[src/rtl/fila_pedidos_serial.sv]
// fila_pedidos_serial: validates command bytes from the serial receiver,
// queues valid requests (normal at the tail, priority at the head) and
// presents them one at a time to the request controller with a strobe,
// waiting for an acknowledge before presenting the next one.
module fila_pedidos_serial #(
  parameter int PROF      = 4,
  parameter int LARG_DESC = 4
) (
  input  logic                      clock,
  input  logic                      reset,
  input  logic                      pronto_serial_recebido,
  input  logic [7:0]                dados_serial_recebido,
  input  logic                      pedido_aceito,
  output logic [1:0]                origem,
  output logic [1:0]                destino,
  output logic                      prioritario,
  output logic                      novo_pedido,
  output logic                      vazio,
  output logic                      cheio,
  output logic [$clog2(PROF):0]     ocupacao,
  output logic [LARG_DESC-1:0]      descartes,
  output logic [1:0]                db_estado
);

  localparam int AW = $clog2(PROF);
  localparam int CW = AW + 1;

  localparam logic [CW-1:0]        PROF_C   = CW'(PROF);
  localparam logic [CW-1:0]        UM_C     = CW'(1);
  localparam logic [AW-1:0]        UM_P     = AW'(1);
  localparam logic [LARG_DESC-1:0] UM_D     = LARG_DESC'(1);
  localparam logic [LARG_DESC-1:0] DESC_MAX = '1;

  typedef enum logic [1:0] {
    ESPERA  = 2'b00,
    EMITE   = 2'b01,
    AGUARDA = 2'b10
  } estado_t;

  typedef struct packed {
    logic       prio;
    logic [1:0] dest;
    logic [1:0] orig;
  } entrada_t;

  // Registered state
  logic                 pronto_ant_q, pronto_ant_d;
  entrada_t             mem_q [PROF];
  entrada_t             mem_d [PROF];
  logic [AW-1:0]        rd_q, rd_d;
  logic [AW-1:0]        wr_q, wr_d;
  logic [CW-1:0]        cont_q, cont_d;
  logic                 vazio_q, vazio_d;
  logic                 cheio_q, cheio_d;
  logic [LARG_DESC-1:0] descartes_q, descartes_d;
  estado_t              estado_q, estado_d;
  logic [1:0]           origem_q, origem_d;
  logic [1:0]           destino_q, destino_d;
  logic                 prio_q, prio_d;
  logic                 novo_q, novo_d;

  // Decoded byte and FIFO control
  logic       byte_stb;
  logic [1:0] tipo;
  logic       reservado_ok;
  logic       eh_cancel;
  logic       eh_pedido;
  logic       rejeita;
  logic       pop;
  logic       aceita;
  logic       descarta;
  logic       push_cauda;
  logic       push_cabeca;
  entrada_t   nova;
  entrada_t   cabeca;
  logic [AW-1:0] rd_menos_um;

  // Byte decode: a byte is taken only on the rising edge of the ready flag,
  // so a ready line held high contributes exactly one byte.
  always_comb begin
    byte_stb     = pronto_serial_recebido & ~pronto_ant_q;
    tipo         = dados_serial_recebido[5:4];
    reservado_ok = (dados_serial_recebido[7:6] == 2'b00);
    nova.orig    = dados_serial_recebido[1:0];
    nova.dest    = dados_serial_recebido[3:2];
    nova.prio    = (tipo == 2'b10);
    eh_cancel    = byte_stb & reservado_ok & (tipo == 2'b11);
    eh_pedido    = byte_stb & reservado_ok &
                   ((tipo == 2'b01) | (tipo == 2'b10)) &
                   (nova.orig != nova.dest);
    rejeita      = byte_stb & ~eh_cancel & ~eh_pedido;
    // The emitter pops whenever it is idle and something is stored; a pop
    // frees a slot in the same cycle, so a push into a full FIFO is kept.
    pop          = (estado_q == ESPERA) & (cont_q != '0);
    aceita       = eh_pedido & ((cont_q != PROF_C) | pop);
    descarta     = rejeita | (eh_pedido & ~aceita);
    push_cauda   = aceita & ~nova.prio;
    push_cabeca  = aceita & nova.prio;
    cabeca       = mem_q[rd_q];
    rd_menos_um  = rd_q - UM_P;
  end

  // FIFO next state: circular buffer that accepts pushes at either end.
  always_comb begin
    mem_d  = mem_q;
    rd_d   = rd_q;
    wr_d   = wr_q;
    cont_d = cont_q;
    if (eh_cancel) begin
      // Flush; a head popped this cycle has already been read by the emitter.
      rd_d   = rd_q;
      wr_d   = rd_q;
      cont_d = '0;
    end else if (push_cabeca && pop) begin
      // The popped head slot is reused so the new entry becomes the head.
      mem_d[rd_q] = nova;
    end else if (push_cabeca) begin
      mem_d[rd_menos_um] = nova;
      rd_d   = rd_menos_um;
      cont_d = cont_q + UM_C;
    end else if (push_cauda && pop) begin
      mem_d[wr_q] = nova;
      wr_d = wr_q + UM_P;
      rd_d = rd_q + UM_P;
    end else if (push_cauda) begin
      mem_d[wr_q] = nova;
      wr_d   = wr_q + UM_P;
      cont_d = cont_q + UM_C;
    end else if (pop) begin
      rd_d   = rd_q + UM_P;
      cont_d = cont_q - UM_C;
    end
  end

  // Status flags and saturating discard counter next state.
  always_comb begin
    pronto_ant_d = pronto_serial_recebido;
    vazio_d      = (cont_d == '0);
    cheio_d      = (cont_d == PROF_C);
    descartes_d  = descartes_q;
    if (descarta && (descartes_q != DESC_MAX)) begin
      descartes_d = descartes_q + UM_D;
    end
  end

  // Emitter FSM next state and registered request outputs.
  always_comb begin
    estado_d  = estado_q;
    origem_d  = origem_q;
    destino_d = destino_q;
    prio_d    = prio_q;
    novo_d    = 1'b0;
    unique case (estado_q)
      ESPERA: begin
        if (cont_q != '0) begin
          estado_d  = EMITE;
          origem_d  = cabeca.orig;
          destino_d = cabeca.dest;
          prio_d    = cabeca.prio;
          novo_d    = 1'b1;
        end
      end
      EMITE: begin
        estado_d = AGUARDA;
      end
      AGUARDA: begin
        if (pedido_aceito) begin
          estado_d = ESPERA;
        end
      end
      default: begin
        estado_d = ESPERA;
      end
    endcase
  end

  // State registers; reset drops any stored or pending request.
  always_ff @(posedge clock or posedge reset) begin
    if (reset) begin
      pronto_ant_q <= 1'b0;
      for (int i = 0; i < PROF; i++) begin
        mem_q[i] <= '0;
      end
      rd_q        <= '0;
      wr_q        <= '0;
      cont_q      <= '0;
      vazio_q     <= 1'b1;
      cheio_q     <= 1'b0;
      descartes_q <= '0;
      estado_q    <= ESPERA;
      origem_q    <= 2'b00;
      destino_q   <= 2'b00;
      prio_q      <= 1'b0;
      novo_q      <= 1'b0;
    end else begin
      pronto_ant_q <= pronto_ant_d;
      mem_q        <= mem_d;
      rd_q         <= rd_d;
      wr_q         <= wr_d;
      cont_q       <= cont_d;
      vazio_q      <= vazio_d;
      cheio_q      <= cheio_d;
      descartes_q  <= descartes_d;
      estado_q     <= estado_d;
      origem_q     <= origem_d;
      destino_q    <= destino_d;
      prio_q       <= prio_d;
      novo_q       <= novo_d;
    end
  end

  assign origem      = origem_q;
  assign destino     = destino_q;
  assign prioritario = prio_q;
  assign novo_pedido = novo_q;
  assign vazio       = vazio_q;
  assign cheio       = cheio_q;
  assign ocupacao    = cont_q;
  assign descartes   = descartes_q;
  assign db_estado   = estado_q;

endmodule

[config.mk]
export PLATFORM = sky130hd
export DESIGN_NAME = fila_pedidos_serial
export DESIGN_NICKNAME = d
export VERILOG_FILES = /design/src/rtl/fila_pedidos_serial.sv
export SDC_FILE = /design/constraint.sdc
export NUM_CORES = 1
export LEC_CHECK = 0
export ABC_CLOCK_PERIOD_IN_PS = 2800
export CORE_ASPECT_RATIO = 1.2
export CORE_MARGIN = 2
export CORE_UTILIZATION = 56
export CTS_CLUSTER_SIZE = 24
export DETAILED_ROUTE_END_ITERATION = 8
export PLACE_DENSITY = 0.77
export RECOVER_POWER = 50
export SYNTH_ARGS = -nofsm -noshare
export SYNTH_HDL_FRONTEND = slang
export SYNTH_SLANG_ARGS = --single-unit
export TNS_END_PERCENT = 1
[constraint.sdc]
create_clock -name clock -period 2.8 [get_ports clock]
set_input_delay 0.56 -clock clock [delete_from_list [all_inputs] [get_ports clock]]
set_output_delay 0.56 -clock clock [all_outputs]
set_load 0.05 [all_outputs]
## Yosys cells after proc, flatten, opt, wreduce, memory -nomap -nowiden

Cells that the tools add are included.

| word-level totals | value |
|---|---|
| output and inout port bits | 17 |
| input bits | 12 |
| logic and storage cells | 128 |
| flip-flop bits (word level) | 42 |

| operators by class | value |
|---|---|
| add/subtract/negate cells | 6 |
| equal/unequal tests | 14 |
| order comparisons | 6 |
| reduce and logical (&&, ||, !) cells | 18 |
| muxes and demuxes | 36 |
| bitwise logic cells | 24 |

Operators with widths:

| operator | number |
|---|---|
| $mux W20 | 4 |
| $bwmux W20 | 3 |
| $demux W5 S2 | 3 |
| $mux W5 | 5 |
| $mux W2 | 11 |
| $mux W3 | 6 |
| $and A1 B1 Y1 | 12 |
| $bmux W5 S2 | 1 |
| $ge A3 B3 Y1 const B | 3 |
| $lt A3 B1 Y1 const B | 3 |
| $not A2 Y3 | 3 |
| $reduce_bool A3 Y1 | 3 |
| $eq A2 B2 Y1 const B | 3 |
| $logic_and A1 B1 Y1 | 6 |
| $ne A2 B2 Y1 const B | 3 |
| $not A1 Y1 | 6 |
| $pmux W2 S3 | 1 |
| $reduce_and A2 Y1 | 3 |
| $add A2 B1 Y2 const B | 2 |
| $add A4 B1 Y4 const B | 1 |
| $eq A2 B1 Y1 const B | 2 |
| $logic_not A2 Y1 | 2 |
| $ne A4 B4 Y1 const B | 1 |
| $reduce_and A4 Y1 | 1 |
| 13 further kinds | 16 |

## Longest topological paths before layout

| logic depth | value |
|---|---|
| word-level depth | 13 |
| gate-level depth with buffers | 9 |
| mapped depth without buffers | 8 |

## Worst setup path after synthesis

No wires, ideal clock.

| timing path | value |
|---|---|
| path type | register to register |
| from | register cont_q[0], in the netlist ocupacao[0] |
| to | register mem_q[10] (netlist name) |
| cell stages (with the launch flop) | 10 |
| setup slack | 0.118 ns |
| required time | 2.675 ns |
| buffers on the path | 1 |
| arrival | 2.557 ns |
| cells stage by stage | dfrtp_1 -> inv_1 -> ha_1 -> inv_1 -> o21ai_1 -> inv_2 -> buf_2 -> mux2i_1 -> a211o_4 -> mux2_4 |

| on the way | value |
|---|---|
| word-level cells in the longest chain between the ends | 9 |
| elaborated cells between the ends (all ways) | 14 |
| those cells by class | 1 x eq/ne; 3 x mux; 5 x bitwise; 5 x reduce/logical |

RTL lines:

| element | line | RTL |
|---|---|---|
| start: declaration | 52 | `logic [CW-1:0] cont_q, cont_d;` |
| start signal: assignment | 200 | `cont_q <= cont_d;` |
| $reduce_bool A3 Y1 | 94 | `pop = (estado_q == ESPERA) & (cont_q != '0);` |
| $and A1 B1 Y1 | 94 |  |
| $or A1 B1 Y1 | 95 | `aceita = eh_pedido & ((cont_q != PROF_C) \| pop);` |
| $and A1 B1 Y1 | 95 |  |
| $and A1 B1 Y1 | 97 | `push_cauda = aceita & ~nova.prio;` |
| $logic_and A1 B1 Y1 | 121 | `end else if (push_cauda && pop) begin` |
| $mux W20 | 121 |  |
| $mux W20 | 117 | `end else if (push_cabeca) begin` |
| $mux W20 | 114 | `end else if (push_cabeca && pop) begin` |
| end signal: assignment | 197 | `mem_q <= mem_d;` |
| end: declaration | 48 | `entrada_t mem_q [PROF];` |

Parallel ways exist; a longest one is shown, timed or not.
A chain may end at the register's enable or synchronous reset.

## Final worst setup path

| timing path | value |
|---|---|
| from | input port dados_serial_recebido[4] |
| to | register cheio_q, in the netlist cheio |

| on the way | value |
|---|---|
| word-level cells in the longest chain between the ends | 12 |
| elaborated cells between the ends (all ways) | 19 |
| those cells by class | 4 x eq/ne; 5 x mux; 8 x bitwise; 2 x reduce/logical |

RTL lines:

| element | line | RTL |
|---|---|---|
| start: declaration | 12 | `input logic [7:0] dados_serial_recebido,` |
| $eq A2 B1 Y1 or $eq A2 B2 Y1 (tied branches) | 89, 86 |  |
| $or A1 B1 Y1 | 89 | `((tipo == 2'b01) \| (tipo == 2'b10)) &` |
| $and A1 B1 Y1 | 88 | `eh_pedido = byte_stb & reservado_ok &` |
| $and A1 B1 Y1 | 89 |  |
| $and A1 B1 Y1 | 95 |  |
| $and A1 B1 Y1 | 97 |  |
| $mux W3 or $logic_and A1 B1 Y1 (tied branches) | 125, 121 |  |
| $mux W3 | 121 |  |
| $mux W3 | 117 |  |
| $mux W3 | 114 |  |
| $mux W3 (*) | 109 | `if (eh_cancel) begin` |
| net cont_d[2] | 52 |  |
| $eq A3 B3 Y1 (*) | 139 | `cheio_d = (cont_d == PROF_C);` |
| net cheio_d | 54 | `logic cheio_q, cheio_d;` |
| end signal: assignment | 202 | `cheio_q <= cheio_d;` |
| end: declaration | 54 |  |

Mark *: on every way through the listed nets, which the timed path passes. The rest lies on a longest branch.

==> run metrics <==
Data arrival, critical path=2730 ps; antenna violations before repair=0; aggregate global routing overflow=0; Final Total Pwr=0.00325 W; I/O pin cnt=29; Slowest cell on crit path=a2111oi_2; cell family with most CP delay=compound AO/OA/AOI/OAI gates; number of buffers created by CTS=5; Placed Cells=307; grt met3 use=0.0478; max_slew headroom=0.293; Clock H-tree levels=2; Final HPWL DP=3.74 mm; sequence of cells on the critical path=clkdlybuf4s50_1, inv_1, ha_1, or2_1, a2111oi_2, mux2i_1, o2bb2ai_1, a21boi_1; met2 global-route usage=0.362; register area share after synthesis=0.418; first-pass GRT wire length=8.90 mm; largest buffer count on any clock path=2; max-cap violations=0; die area=0.00505 mm2; startpoint types=input port; CP bufs+invs=2; clock sink count=42; largest net degree at the start of global routing=43; share of layout cells above drive strength 1=0.228; fin cells=315; ys flop type=dfrtp_1; worst reg-to-reg setup slack=350 ps; Routed WL=5.21 mm; VDD IR max=570 uV; Post-synth ARST share=1.00; critical path capture point type=flip-flop; Post-Syn Nets=244; Cell Area, Synth=0.00252 mm2; clock skew=5.34 ps; Worst EP required=3030 ps; Starting Density=0.586; Setup-failing EPs final=0; status=finished, final reports clean; Core Area=0.00429 mm2; clock-pin slew on the worst setup and hold paths=90 ps; Slew @ Worst Pin=1060 ps; Rows=26; CTS tree=yes; number of global-route vias before repair=1,792; Initial DRT Pass Iterations=4; post-cts resize count=0; WL per Instance=16.5 um; Cells after Synth=214; Via Count=1,795; hold_buf cts=0; Hold Crit Class=reg2reg; power per cell area=1060 mW/mm2; overall global routing resource usage=0.235; critical path class=in2reg; P_leak=1.41 nW; Max FO, Critical Path=3; ant diodes=0; global-route track usage on met1=0.328; area grow syn2layout=22.2%; period utilisation layout=0.890; EDFF count, synth=0; port buffer count=28; library cells used by synthesis=50; YS warnings=0; post-synthesis register bit count=42; Multi-input gate area=0.00138 mm2; slowest stage delay, CP=500 ps; most used routing layer=met2; 1st-iter DRT viols=131; GP Congestion=0.896; Worst-Skew Late Latency=310 ps; hold_ws=480 ps; Die Width=65.2 um; post-route ant nets=0; Avg Vias per Cell=5.70; Remaining DRCs=0; maximum clock frequency=0.401 GHz; fill count=330; final hold violations=0; Mean Syn Cell Area=11.8 um2; Slew Limit Fails=0; fin nets=288; Die Y=77.4 um; unrepaired setup endpoints after global routing=false; CTS Root Cell=clkbuf_8; minimum clock period=2490 ps; register area=0.00105 mm2; post-CTS setup repair buffer count=0
[placed cells by master (no fill, tap or decap), types with 4 or more instances in the layout]
cell type and instances:
o21bai_1 4, mux4_2 5, clkdlybuf4s50_1 25, mux2i_1 8
ha_1 18, xnor2_1 6, mux2_4 16, nand2_1 23
a21oi_1 6, a22o_1 4, buf_4 17, nor2_1 11
dfrtp_1 41, inv_1 12, a211o_4 4, clkbuf_8 5
[area by class of cell]
type,count,share of cell area
Tap cell,56,0.0228
Multi-Input combinational cell,151,0.449
Sequential cell,42,0.342
Inverter,12,0.0146
Clock buffer,5,0.0224
Timing Repair Buffer,46,0.134
Clock inverter,3,0.0146
[flip-flops by register name, indices dropped and copies added, names as in the netlist]
| register | flops |
|---|---|
| cheio | 1 |
| rd_q | 2 |
| destino | 2 |
| ocupacao | 3 |
| db_estado | 2 |
| novo_pedido | 1 |
| origem | 2 |
| vazio | 1 |
| mem_q | 20 |
| prioritario | 1 |
| wr_q | 2 |
| pronto_ant_q | 1 |
| descartes | 4 |
[worst register-to-register path, delay by kind of cell, from the launching register on]
family,cells,cell delay [ps]
AOI/OAI and AO/OA,2,620
muxes,2,560
buffers and inverters,3,470
DFF,1,420
adders and majority gates,1,280
[kinds of logic after synthesis]
| family | synth area share |
|---|---|
| buffers and inverters | 0.0328 |
| and+or+nand+nor | 0.0999 |
| DFF | 0.418 |
| xor gates and xnor gates | 0.0278 |
| adders and majority gates | 0.0895 |
| AOI/OAI and AO/OA | 0.151 |
| muxes | 0.181 |
[cell usage after synthesis (all sizes together), types with 2 or more instances]
master	instances	area share
a211o	5	0.031
a211oi	2	0.011
a21oi	6	0.012
a22o	4	0.014
a311oi	2	0.0070
a31oi	2	0.0050
buf	2	0.0040
clkbuf	7	0.011
dfrtp	41	0.41
ha	18	0.089
inv	12	0.018
mux2	18	0.10
mux2i	8	0.032
mux4	5	0.045
nand2	23	0.034
nand3	4	0.013
nand4	2	0.0050
nor2	11	0.016
nor3	3	0.0060
o211ai	3	0.011
o21ai	4	0.0080
o21bai	4	0.012
o31ai	3	0.0089
xnor2	6	0.021
xor2	2	0.0070
[metrics by stage]
step	setup slack (ps)	setup TNS [ps]	instance area, um2	util
final	307	0	3080	0.716
after global routing	142	0	3080	0.716
after floorplan	118	0	2520	-
after detailed placement	-14.5	-14.5	2970	0.691
after global placement	-19.6	-19.6	2970	0.691
after CTS	302	0	3080	0.717
[routing by layer]
layer / up-vias / wire length, um
li1: 858 / -
met1: 877 / 2350
met2: 51 / 2550
met3: 9 / 220
met4: 0 / 87
met5: - / 0
[power by group]
part           leakage [nW]  internal [W]  switching, W  total [W]
registers             0.514      0.000829      0.000256    0.00108
logic                 0.843      0.000709      0.000965    0.00167
clock network        0.0504      0.000265      0.000226   0.000492
total                  1.41       0.00180       0.00145    0.00325
[worst paths after layout]
path	endpoint	start	depth (start not counted)
max reg2reg	mem_q[1]	ocupacao[0]	8
min	prioritario	prioritario	2
max	cheio	dados_serial_recebido[4]	8
min in group asynchronous	descartes[1]	reset	3
max in group asynchronous	ocupacao[2]	reset	3
min reg2reg	prioritario	prioritario	2
Power figures use the tool's default switching activity.
